==> src/rtl/btn_conditioner.sv <==
// Button input conditioning: per-channel 2-flop synchronizer, counter-based
// debouncer, registered press/release pulses and a stuck-button guard.
// The game FSM sees one clean press event per physical press, and a button
// held far too long is flagged stuck and stops generating presses.
module btn_conditioner #(
  parameter int N_BTN           = 8,
  parameter int DEBOUNCE_CYCLES = 200,
  parameter int HOLD_LIMIT      = 50000
) (
  input  logic             clk,
  input  logic             rst_n,
  input  logic             ena,
  input  logic [N_BTN-1:0] btn_raw,
  output logic [N_BTN-1:0] btn_level,
  output logic [N_BTN-1:0] btn_press,
  output logic [N_BTN-1:0] btn_release,
  output logic [N_BTN-1:0] stuck,
  output logic             any_press
);

  localparam int DB_W   = $clog2(DEBOUNCE_CYCLES + 1);
  localparam int HOLD_W = $clog2(HOLD_LIMIT + 1);

  // Last count before a changed level is accepted, and the hold saturation value.
  localparam logic [DB_W-1:0]   DB_LAST  = DB_W'(DEBOUNCE_CYCLES - 1);
  localparam logic [HOLD_W-1:0] HOLD_MAX = HOLD_W'(HOLD_LIMIT);

  logic [N_BTN-1:0]  sync1;
  logic [N_BTN-1:0]  sync2;

  logic [DB_W-1:0]   db_cnt   [N_BTN];
  logic [DB_W-1:0]   db_nxt   [N_BTN];
  logic [HOLD_W-1:0] hold_cnt [N_BTN];
  logic [HOLD_W-1:0] hold_nxt [N_BTN];

  logic [N_BTN-1:0]  level_nxt;
  logic [N_BTN-1:0]  stuck_nxt;
  logic [N_BTN-1:0]  press_nxt;
  logic [N_BTN-1:0]  release_nxt;

  // Two-flop synchronizer on the raw pins; runs even while conditioning is disabled.
  always_ff @(posedge clk or negedge rst_n) begin
    if (!rst_n) begin
      sync1 <= '0;
      sync2 <= '0;
    end else begin
      sync1 <= btn_raw;
      sync2 <= sync1;
    end
  end

  // Next-state for debounce, hold/stuck tracking and edge pulses; everything holds and pulses are quiet when ena is low.
  always_comb begin
    level_nxt   = btn_level;
    stuck_nxt   = stuck;
    db_nxt      = db_cnt;
    hold_nxt    = hold_cnt;
    press_nxt   = '0;
    release_nxt = '0;

    if (ena) begin
      for (int i = 0; i < N_BTN; i++) begin
        // A changed level must persist for DEBOUNCE_CYCLES enabled cycles in a row.
        if (sync2[i] == btn_level[i]) begin
          db_nxt[i] = '0;
        end else if (db_cnt[i] == DB_LAST) begin
          level_nxt[i] = ~btn_level[i];
          db_nxt[i]    = '0;
        end else begin
          db_nxt[i] = db_cnt[i] + 1'b1;
        end

        // Pulses mark the first cycle of the new debounced level.
        press_nxt[i]   = level_nxt[i] & ~btn_level[i] & ~stuck[i];
        release_nxt[i] = ~level_nxt[i] & btn_level[i];

        // Hold time counts cycles the debounced level has already been high.
        // Clearing uses the new level so stuck drops with the release pulse.
        if (!level_nxt[i]) begin
          hold_nxt[i]  = '0;
          stuck_nxt[i] = 1'b0;
        end else if (btn_level[i] && (hold_cnt[i] != HOLD_MAX)) begin
          hold_nxt[i] = hold_cnt[i] + 1'b1;
          if (hold_nxt[i] == HOLD_MAX) begin
            stuck_nxt[i] = 1'b1;
          end
        end
      end
    end
  end

  // State and output registers, cleared immediately by the asynchronous reset.
  always_ff @(posedge clk or negedge rst_n) begin
    if (!rst_n) begin
      btn_level   <= '0;
      btn_press   <= '0;
      btn_release <= '0;
      stuck       <= '0;
      any_press   <= 1'b0;
      for (int i = 0; i < N_BTN; i++) begin
        db_cnt[i]   <= '0;
        hold_cnt[i] <= '0;
      end
    end else begin
      btn_level   <= level_nxt;
      btn_press   <= press_nxt;
      btn_release <= release_nxt;
      stuck       <= stuck_nxt;
      any_press   <= |press_nxt;
      for (int i = 0; i < N_BTN; i++) begin
        db_cnt[i]   <= db_nxt[i];
        hold_cnt[i] <= hold_nxt[i];
      end
    end
  end

endmodule
==> config.mk <==
export PLATFORM = sky130hd
export DESIGN_NAME = btn_conditioner
export DESIGN_NICKNAME = d
export VERILOG_FILES = /design/src/rtl/btn_conditioner.sv
export SDC_FILE = /design/constraint.sdc
export NUM_CORES = 1
export LEC_CHECK = 0
export CORE_MARGIN = 10
export CORE_UTILIZATION = 55
export DETAILED_ROUTE_END_ITERATION = 8
export DONT_BUFFER_PORTS = 1
export HOLD_SLACK_MARGIN = 0.15
export PLACE_DENSITY = 0.7
export SLEW_MARGIN = 10
export SYNTH_ARGS = -nofsm -noshare
export SYNTH_HDL_FRONTEND = slang
export SYNTH_SLANG_ARGS = --single-unit
==> constraint.sdc <==
create_clock -name clk -period 7.5 [get_ports clk]
set_clock_uncertainty 0.15 [all_clocks]
set_input_delay 1.875 -clock clk [delete_from_list [all_inputs] [get_ports clk]]
set_output_delay 1.875 -clock clk [all_outputs]
set_load 0.01 [all_outputs]
==> results.sh <==
export IMPL_timing_reg2reg_worst_path_depth=7
export IMPL_clock_sinks=241
export IMPL_synth_largest_area_cell="dfrtp_1"
export IMPL_detailedPlacementHpwl_mm=19.3
export IMPL_worst_r2r_startpoint="db_cnt[40]"
export IMPL_ys_top_cells_by_count="dfrtp_1 (241), nand2_1 (162), o21ai_0 (157), nor2_1 (125), nand3_1 (79)"
export IMPL_drt_total_wl_mm=29.5
export IMPL_first_iter_violations=1080
export IMPL_most_frequent_cell_after_synthesis="dfrtp_1"
export IMPL_cp_required_ns=7.78
export IMPL_antenna_found_initial=0
export IMPL_fin_nets=1541
export IMPL_ir_worst_vdd_v=0.000193
export IMPL_global_route_usage_total_pct=18.5
export IMPL_worst_endpoint_arrival_ns=3.44
export IMPL_flow_area_growth_from_synthesis_pct=8.34
export IMPL_max_clk_rate_mhz=316
export IMPL_boundaryPins=44
export IMPL_synthesis_instances=1538
export IMPL_num_fill_cells=2085
export IMPL_mappedNetlistNets=1581
export IMPL_proportion_of_register_bits_with_asynchronous_set_or_reset_after_synthesis_pct=100
export IMPL_dp_worst_setup_slack_ns=3.85
export IMPL_seq_area_mm2=0.00603
export IMPL_syn_area_per_cell_um2=8.95
export IMPL_yosys_register_bits=241
export IMPL_cts_post_setup_buffers_inserted=0
export IMPL_grt_max_degree=242
export IMPL_yosysUniqueCellTypes=71
export IMPL_floorplan_die_height_um=178
export IMPL_min_delay_start="sync1[0]"
export IMPL_cts_root_to_sink_buffers=3
export IMPL_port_buffers=0
export IMPL_num_vias=11200
export IMPL_synth_edf_count=0
export IMPL_wl_per_cell_um=16.0
export IMPL_netlist_area_mm2=0.0138
export IMPL_finalMaxSlewViolations=0
export IMPL_reg2reg_to="hold_cnt[83]"
export IMPL_total_power_uw=3360
export IMPL_final_period_utilization_pct=42.2
export IMPL_yosys_synthesis_warning_count=0
export IMPL_final_hold_vio_count=0
export IMPL_drv_cap=0
export IMPL_ctsHoldBuffers=0
export IMPL_post_drt_via_cell_ratio=6.09
export IMPL_synth_top_area_share_pct=43.8
export IMPL_r2r_setup_slack_ns=4.38
export IMPL_path_max_fanout=111
export IMPL_worst_setup_path_startpoint="ena"
export IMPL_remaining_design_rule_violation_count=0
export IMPL_synth_main_ff_cell="dfrtp_1"
export IMPL_crit_path_start_kind="input port"
export IMPL_row_count=57
export IMPL_floorplan_core_area_mm2=0.0245
export IMPL_worstMarginPinSlew_ns=1.22
export IMPL_rsz0062_at_grt="false"
export IMPL_die_area_mm2=0.0318
export IMPL_cts_repair_resized=0
export IMPL_netlist_top_cells_area="dfrtp_1 (44%), o21ai_0 (5.7%), nand2_1 (4.4%)"
export IMPL_fin_ws_ns=4.34
export IMPL_worst_slew_margin_rel_pct=18.4
export IMPL_numCtsBuffers=28
export IMPL_cts_tree="built"
export IMPL_finalCoreUtilization_pct=61.0
export IMPL_clock_latency_ns=0.53
export IMPL_detail_route_first_pass_iterations=6
export IMPL_number_of_global_route_vias_before_repair=10600
export IMPL_routabilityCongestion=0.868
export IMPL_power_density_cell_area_mw_per_mm2=225
export IMPL_static_leakage_power_uw=0.00619
export IMPL_die_x_um=178
export IMPL_htree_levels=1
export IMPL_setup_viol=0
export IMPL_cts_root_buf="clkbuf_16"
export IMPL_final_layout_setup_total_negative_slack_ns=0
export IMPL_worst_setup_path_end_kind="flop"
export IMPL_clkSlewWorstSetupHoldPaths_ns=0.06
export IMPL_seq_area_frac_synth_pct=43.8
export IMPL_route_antenna_remaining_nets=0
export IMPL_multi_input_area_mm2=0.00727
export IMPL_timing_final_crit_period_ns=3.16
export IMPL_initial_core_util_pct=56.3
export IMPL_wire_length_of_the_first_global_routing_pass_mm=51.0
export IMPL_overflow=0
export IMPL_num_antenna_cells=0
export IMPL_crit_end="hold_cnt[83]"
export IMPL_drive_above_1_share_pct=5.20
export IMPL_status="complete, no violations"
export IMPL_hp_class="flop to flop"
export IMPL_worst_setup_path_type="input port to flop"
## per-layer routing
layer,up-vias,wire length [um],global-route usage [%]
li1,5550,-,-
met1,5426,14500,26.2
met2,205,13300,29.3
met3,40,1290,2.94
met4,0,420,4.06
met5,-,0,0
## critical path, stage by stage
cell	delay, ns
and2_1	0.18
a22oi_1	0.97
o21ai_0	0.27
o31ai_1	0.12
## power breakdown
group / internal, uW / switching (uW)
clock: 879 / 525
sequential: 1400 / 174
combinational: 163 / 220
total: 2440 / 919
## cell type report
cell class,instances,area share (%)
clock buffer,42,5.66
multi-input combinational,1172,48.7
sequential,241,40.4
tap,324,2.72
inverter,47,1.18
clock inverter,10,0.881
timing repair buffer,8,0.403
## placed cells by master, fill, tap and decap left out, types with 30 or more instances in the layout
| cell type | synthesis | final |
|---|---|---|
| nor3_1 | 34 | 34 |
| nand4_1 | 56 | 56 |
| nand2_1 | 162 | 162 |
| inv_1 | 47 | 47 |
| nand3_1 | 79 | 79 |
| nor2_1 | 125 | 125 |
| and3_1 | 31 | 31 |
| o21ai_0 | 157 | 152 |
| nor2b_1 | 30 | 30 |
| dfrtp_1 | 241 | 241 |
| xor2_1 | 49 | 49 |
| ha_1 | 32 | 32 |
| o31ai_1 | 69 | 69 |
## worst min-delay path by stage
stage	end	slack, ns	cells past startpoint
after global placement	sync2[0]	0.18	0
after CTS	sync2[0]	0.19	0
after global routing	sync2[1]	0.21	0
after floorplan	sync2[0]	0.18	0
after detailed placement	sync2[1]	0.19	0
final	sync2[0]	0.19	0
## state kept, by name (all words and copies together) (netlist names)
| signal | cells |
|---|---|
| sync2 | 8 |
| db_cnt | 64 |
| hold_cnt | 128 |
| any_press | 1 |
| btn_release | 8 |
| sync1 | 8 |
| stuck | 8 |
| btn_press | 8 |
| btn_level | 8 |
## through the flow
stage                     instance area [um2]  cells  hold slack, ns
after floorplan                         13800   1538           0.181
after global placement                  13900   1792           0.183
after detailed placement                13900   1792           0.186
after CTS                               14900   1844           0.194
after global routing                    14900   1844           0.206
final                                   14900   1844           0.189
## logic make-up after synthesis
logic type	Yosys count	synth area share (%)
adders and majority gates	32	2.91
muxes	24	1.77
and+or+nand+nor	661	25.2
DFF	241	43.8
AOI/OAI and AO/OA	377	17.8
buffers and inverters	125	3.59
xor gates and xnor gates	78	4.96
(Power assumes the default switching activity.)
==> RTL edit: new RTL, config.mk and constraints unchanged <==
The output `btn_press` loses its register stage (`btn_press` becomes a continuous assignment).
--- a/src/rtl/btn_conditioner.sv
+++ b/src/rtl/btn_conditioner.sv
@@ -94,5 +94,4 @@
     if (!rst_n) begin
       btn_level   <= '0;
-      btn_press   <= '0;
       btn_release <= '0;
       stuck       <= '0;
@@ -104,5 +103,4 @@
     end else begin
       btn_level   <= level_nxt;
-      btn_press   <= press_nxt;
       btn_release <= release_nxt;
       stuck       <= stuck_nxt;
@@ -115,3 +113,5 @@
   end
 
+  assign btn_press = press_nxt;
+
 endmodule
Function: no difference found for any inputs over 4 cycles, from zero or initial values and one cycle with rst_n low; that may be too few to reach the edited logic, so the function may still have changed.
==> RTL edit against the unedited design <==
- final area fell by 1.2%
- synthesized cell count rose by 2.4%
- routed wire length rose by 3.1%
- die area barely moved
- non-clock buffer count rose by 1
- cell count rose by 0.98%
- via count rose by 1.9%
- sequential cell count fell by 8
- power fell by 12%
- worst setup slack got worse by 2.2 ns
- combinational power fell by 36%
- fmax fell by 41%
- critical path depth did not move
- synthesized area barely moved
- critical path type is now input port to primary output
- critical endpoint is now btn_press[2]
- largest cell class unchanged
==> RTL edit: results (changes against the unedited design) <==
Synth top area share: 42.36% (was 43.79%)
Post-synthesis sequential area ratio: 42.36% (was 43.79%)
Grt met3 use: 3.044% (was 2.939%)
Largest net degree at the start of global routing: 234 (was 242)
Setup violators final: 0 (unchanged)
Highest metal used: met4 (unchanged)
DR vias/cell: 6.143 (was 6.085)
Total Wirelength: 30.37 mm (was 29.46 mm)
Initial drt markers: 1003 (was 1080)
RePlAce Congestion: 0.8976 (was 0.8683)
Clk slew on worst S/H paths: 0.05 ns
Dpl hpwl: 19.87 mm (was 19.26 mm)
Met1 capacity usage during global routing: 26.53% (was 26.22%)
Synth cell types: 77 (was 71)
Status: finished clean (unchanged)
Leak pwr: 5.870 nW (was 6.193 nW)
RR Startpoint: db_cnt[8] (was db_cnt[40])
Critical path's slowest cell: nor4b_1 (was a22oi_1)
DR WL met3: 1.425 mm (was 1.292 mm)
Reg2Reg Capture Point: stuck[6] (was hold_cnt[83])
Hold Path Sink: sync2[2] (was sync2[0])
CP arrival: 3.36 ns (was 3.44 ns)
Synth Area in Adders: 2.909% (was 2.908%)
GR peak layer: met2 (unchanged)
Crit path max fanout: 80 (was 111)
Slew @ Worst Pin: 1.241 ns (was 1.223 ns)
Placed Cells incl. Taps: 1817 (was 1792)
Xor/xnor share of the synthesized area: 5.791% (was 4.961%)
Max incr delay on CP: 0.63 ns (was 0.97 ns)
Initial antenna violation count: 0 (unchanged)
Largest vdd supply drop: 0.1877 mV (was 0.1931 mV)
Htree depth: 1 (unchanged)
Post-DP Area: 13870 um^2 (was 13940 um^2)
Synth Area in Compound Gates: 17.02% (was 17.83%)
First-pass DRT Iterations: 5 (was 6)
Layout cell share with drive strength beyond 1: 4.421% (was 5.197%)
Metal2 WL: 13.90 mm (was 13.29 mm)
CTS max path bufs: 3 (unchanged)
Wl on met1: 14.37 mm (was 14.46 mm)
R2R Setup Slk: 4.00 ns (was 4.38 ns)
Top cells by count, synth: dfrtp_1, nor2_1, nand2_1 (was dfrtp_1, nand2_1, o21ai_0)
Hold path start: sync1[2] (was sync1[0])
Mean post-synth cell area: 8.739 um^2 (was 8.954 um^2)
Total GRT Usage: 18.89% (was 18.50%)
First-pass GRT wire length: 51.98 mm (was 51.02 mm)
Cells taking the most area after synthesis: dfrtp_1, nor2_1, nand2_1, o31ai_1, nand3_1 (was dfrtp_1, o21ai_0, nand2_1, o31ai_1, nor2_1)
Mux contribution to synthesized area: 1.782% (was 1.772%)
Met2 Resource Use GR: 29.82% (was 29.29%)
Routed via count: 11440 (was 11220)
Fillcell total: 2110 (was 2085)
-- RTL edit: logic make-up (layout without fill, tap and decap cells) --
| family | Yosys count | in the layout |
|---|---|---|
| mux | 24 | 24 |
| fa+ha+maj | 32 | 32 |
| simple gates | 690 | 690 |
| flops | 233 | 233 |
| buf+inv | 140 | 103 |
| compound gates | 365 | 365 |
| xor+xnor | 91 | 91 |
-- RTL edit: critical path: cells and delay by family --
family | cells | cell delay [ns]
buffers and inverters | 2 | 0.29
AND/OR/NAND/NOR | 2 | 1.15
-- RTL edit: cell type report --
class                           count  area share (%)
Sequential cell                   233           39.56
Clock inverter                      4          0.3056
Clock buffer                       41           5.569
Tap cell                          324           2.751
Timing Repair Buffer                9          0.4584
Inverter                           49           1.248
Multi-Input combinational cell   1202           50.11
-- RTL edit: how the worst max path moves through the flow --
| stage | end | from | slack, ns |
|---|---|---|---|
| after floorplan | btn_press[2] | ena | 2.11 |
| after global placement | btn_press[2] | ena | 2.15 |
| after detailed placement | btn_press[2] | ena | 2.14 |
| after CTS | btn_press[2] | ena | 2.11 |
| after global routing | btn_press[2] | ena | 2.09 |
| final | btn_press[2] | ena | 2.12 |
-- RTL edit: power breakdown --
group / internal, W / switching [W] / total, W
combinational: 0.000101 / 0.000146 / 0.000247
clock: 0.000779 / 0.000505 / 0.00128
sequential: 0.00132 / 0.000108 / 0.00143
-- RTL edit: through the flow --
step	hold slack (ns)	util (%)	worst slack, ns
final	0.1960	60.25	2.117
after global placement	0.1825	56.69	2.145
after global routing	0.2064	60.25	2.087
after detailed placement	0.1847	56.69	2.137
after CTS	0.1974	60.23	2.111
after floorplan	0.1812	-	2.109
